--- src/rtl/sec_prescaler.sv ---
// Counts CLK_HZ enabled cycles and flags the last one of each period with
// a one-cycle sec_tick; i_clear restarts the period.
module sec_prescaler #(
  parameter int CLK_HZ = 50_000_000
) (
  input  logic clk,
  input  logic rst_n,
  input  logic i_clear,
  input  logic i_en,
  output logic o_sec_tick
);

  localparam int              CNT_W   = (CLK_HZ > 1) ? $clog2(CLK_HZ) : 1;
  localparam logic [CNT_W-1:0] CNT_MAX = CNT_W'(CLK_HZ - 1);

  logic [CNT_W-1:0] r_count;

  assign o_sec_tick = i_en && (r_count == CNT_MAX);

  // NOTE: clocked state is always assigned with <= so every register samples
  // the pre-edge values of its neighbours, independent of statement order.
  always_ff @(posedge clk or negedge rst_n) begin
    if (!rst_n) begin
      r_count <= '0;
    end else if (i_clear) begin
      r_count <= '0;
    end else if (i_en) begin
      r_count <= (r_count == CNT_MAX) ? '0 : r_count + 1'b1;
    end
  end

endmodule

--- config.mk ---
export PLATFORM = sky130hd
export DESIGN_NAME = sec_prescaler
export DESIGN_NICKNAME = d
export VERILOG_FILES = /design/src/rtl/sec_prescaler.sv
export SDC_FILE = /design/constraint.sdc
export NUM_CORES = 1
export LEC_CHECK = 0
export ABC_AREA = 1
export CORE_UTILIZATION = 60
export CTS_BUF_LIST = sky130_fd_sc_hd__clkbuf_8
export CTS_CLUSTER_DIAMETER = 100
export DETAILED_ROUTE_END_ITERATION = 10
export GPL_TIMING_DRIVEN = 0
export PLACE_DENSITY = 0.88
export SYNTH_ARGS = -nofsm -noshare
export SYNTH_HDL_FRONTEND = slang
export SYNTH_SLANG_ARGS = --single-unit
export TNS_END_PERCENT = 100
--- constraint.sdc ---
create_clock -name clk -period 1.7 [get_ports clk]
set_input_delay 0.425 -clock clk [delete_from_list [all_inputs] [get_ports clk]]
set_output_delay 0.425 -clock clk [all_outputs]
set_load 0.02 [all_outputs]
==> results.cfg <==
[clock_tree]
cts_tree = built
numCtsBuffers = 3
clockBufferDepth = 2
cts.sinks = 26
worst_skew_pair.late_latency_ps = 280
clk_pin_slew_ps = 100
clockRootBuffer = clkbuf_8
h-tree-depth = 1

[floorplanning]
core_area_mm2 = 0.002567
die-area_mm2 = 0.003029
initial_core_util_pct = 65.74
rows = 18
die_y_um = 55.04
fp.dieW_um = 55.04
ios = 5

[worst_setup_path]
reg2reg_slack_ps = -100
cp_max_fo = 4
r2r-start = r_count[0]
required_ps = 1270
crit_path_top_delay_cell = dfrtp_1
crit_top_cell = nand2_2
r2r-end = r_count[22]
cp-end-kind = output pin
r2r_cells = 11
path_class = flop to output pin
slowest_delay_ps = 380
worstPathArrival_ps = 1560
crit_chain = ha_2, nand2_2, nor2_4, nand2_2, nor2_2, nand2_2, nor2_1, buf_4
worstSetupStartpointType = flop

[routing]
highest_layer = met4
firstDrtPassIters = 6
met3_length_um = 451
vias = 1776
drt_iter0_drc = 151
wl_mm = 4.756
m1WireLength_mm = 1.960
wl_per_cell_um = 15.70
wl_met2_mm = 2.176
vias_per_cell = 5.861
postRouteAntennaNets = 0
drcViolationCount = 0

[global_route]
grt_max_degree = 27
grt_pass1_vias = 1501
grt.total_usage_pct = 31.17
overflow = 0
antenna_found_initial = 0
grt_pass1_wl_mm = 6.582

[cells_and_area]
nNetsFinal = 279
area_delta_synth_final_pct = 20.53
largest_reg_flops = 26
top_register = r_count
drive_gt1_share_pct = 24.18
fin_area_mm2 = 0.002034
antenna_cells = 0
final_core_utilization_pct = 79.24
reg_top3 = r_count (26)

[sta]
worst_pin_slew_ps = 1162
final.period_utilization_pct = 116.6
hold_violations = 0
whs_ps = 369.4
rsz0062_at_grt = yes
max_clock_freq_mhz = 504.7
fin_skew_ps = 3.516
finalSetupViolCount = 7
setup_ws_ps = -281.4
fin_crit_ps = 1981
slew_violations = 0
relSlewSlack_pct = 22.42

[logic_synthesis]
synth_fp_nets = 251
yosys-top-cells-count = nand2_1, nor2_1, inv_1
synthTopCellsByArea = dfrtp_1, nand2_1, nor2_1
dominantRegCellSynth = dfrtp_1
syn-cell-area_mm2 = 0.001688
avgSynthCellArea_um2 = 6.861
ys_warn_count = 0
ys_seq_area_share_pct = 38.55
synthCells = 246
yosys.area.top_type = dfrtp_1
async_reset_ff_share_pct = 100.0
synth_enable_flop_cells = 0
synthMostInstantiatedCell = nand2_1
synth_cell_types = 24
synth_seq_cells = 26
synth.top_cell.area_share_pct = 38.55

[power]
ir_worst_vdd_uv = 655.0
p_per_area_mw_per_mm2 = 695.1
leakagePower_nw = 0.8849
finalPower_mw = 1.414

[place]
post-dp-hpwl_mm = 2.816
port_buffers = 4
placed_cell_area_mm2 = 0.001765
gp_congestion = 0.9701

[flow_run]
max_cap_violations = 0

[status]
outcome = complete, but fails checks
failed_checks = setup timing

[min_path]
hold_class = primary input to async pin
==> metal layers <==
layer  track usage (%)  vias up
li1                  -      818
met1             42.08      797
met2             50.60      131
met3             4.645       30
met4             10.83        0
met5                 0        -
==> how the worst max path moves through the flow <==
stage / slack [ps] / endpoint / start / cells past startpoint
2_1_floorplan: 20 / o_sec_tick / r_count[0] / 7
3_3_place_gp: -520 / o_sec_tick / r_count[0] / 8
3_5_place_dp: -530 / o_sec_tick / r_count[0] / 8
4_1_cts: -260 / o_sec_tick / r_count[0] / 8
5_1_grt: -400 / o_sec_tick / r_count[0] / 8
6_report: -280 / o_sec_tick / r_count[0] / 8
==> final cells by class <==
cell class / count / area [um^2]
Clock buffer: 3 / 41.29
Fill cell: 164 / 533.0
Buffer: 3 / 32.53
Inverter: 33 / 128.9
Tap cell: 30 / 37.54
Timing Repair Buffer: 23 / 182.7
Multi-Input combinational cell: 184 / 929.6
Sequential cell: 26 / 651.9
Clock inverter: 1 / 30.03
==> cell usage in the layout (no fill, tap or decap), drive strengths merged <==
cell and count:
nand4 10, bufinv 1, clkbuf 4, nor2 63, dfrtp 26, ha 1, a2bb2oi 1, nand3 19
dlymetal6s2s 1, a21o 1, clkdlybuf4s50 2, nand2 71, xor2 7, inv 32, clkinv 1, o21ai 4
nor2b 1, a21oi 3, buf 22, nor3 3
==> stage by stage <==
step | TNS (ps) | std cells | setup WS [ps]
after floorplan | 0 | 246 | 19.32
after global placement | -11460 | 280 | -519.0
after detailed placement | -12190 | 280 | -533.4
after CTS | -263.9 | 289 | -263.9
after global routing | -2003 | 303 | -403.9
final | -613.0 | 303 | -281.4
==> worst max-delay path, delay by kind of cell (launching register included) <==
family,cells,cell delay [ps]
AND/OR/NAND/NOR,6,540
flip-flops,1,380
buffers and inverters,1,140
adder cells (fa/ha/maj),1,200
==> report_power, final <==
part	switching [mW]	internal [mW]	total, mW
Sequential	0.0194	0.640	0.660
Clock	0.210	0.315	0.526
Combinational	0.120	0.109	0.229
==> repair_timing <==
item	CTS	global route
setup buffers	5	14
pin swaps	4	5
endpoints found under the setup margin	16	35
hold buffers	0	0
resized for setup	14	12
endpoints found under the hold margin	0	0
==> cells by family after synthesis <==
logic type / after synthesis / synth area share [%]
xor+xnor: 7 / 3.632
buf+inv: 36 / 9.340
fa+ha+maj: 1 / 0.7412
flops: 26 / 38.55
compound gates: 9 / 3.039
simple gates: 167 / 44.70
Note: power is estimated with default switching activity, not from simulation.
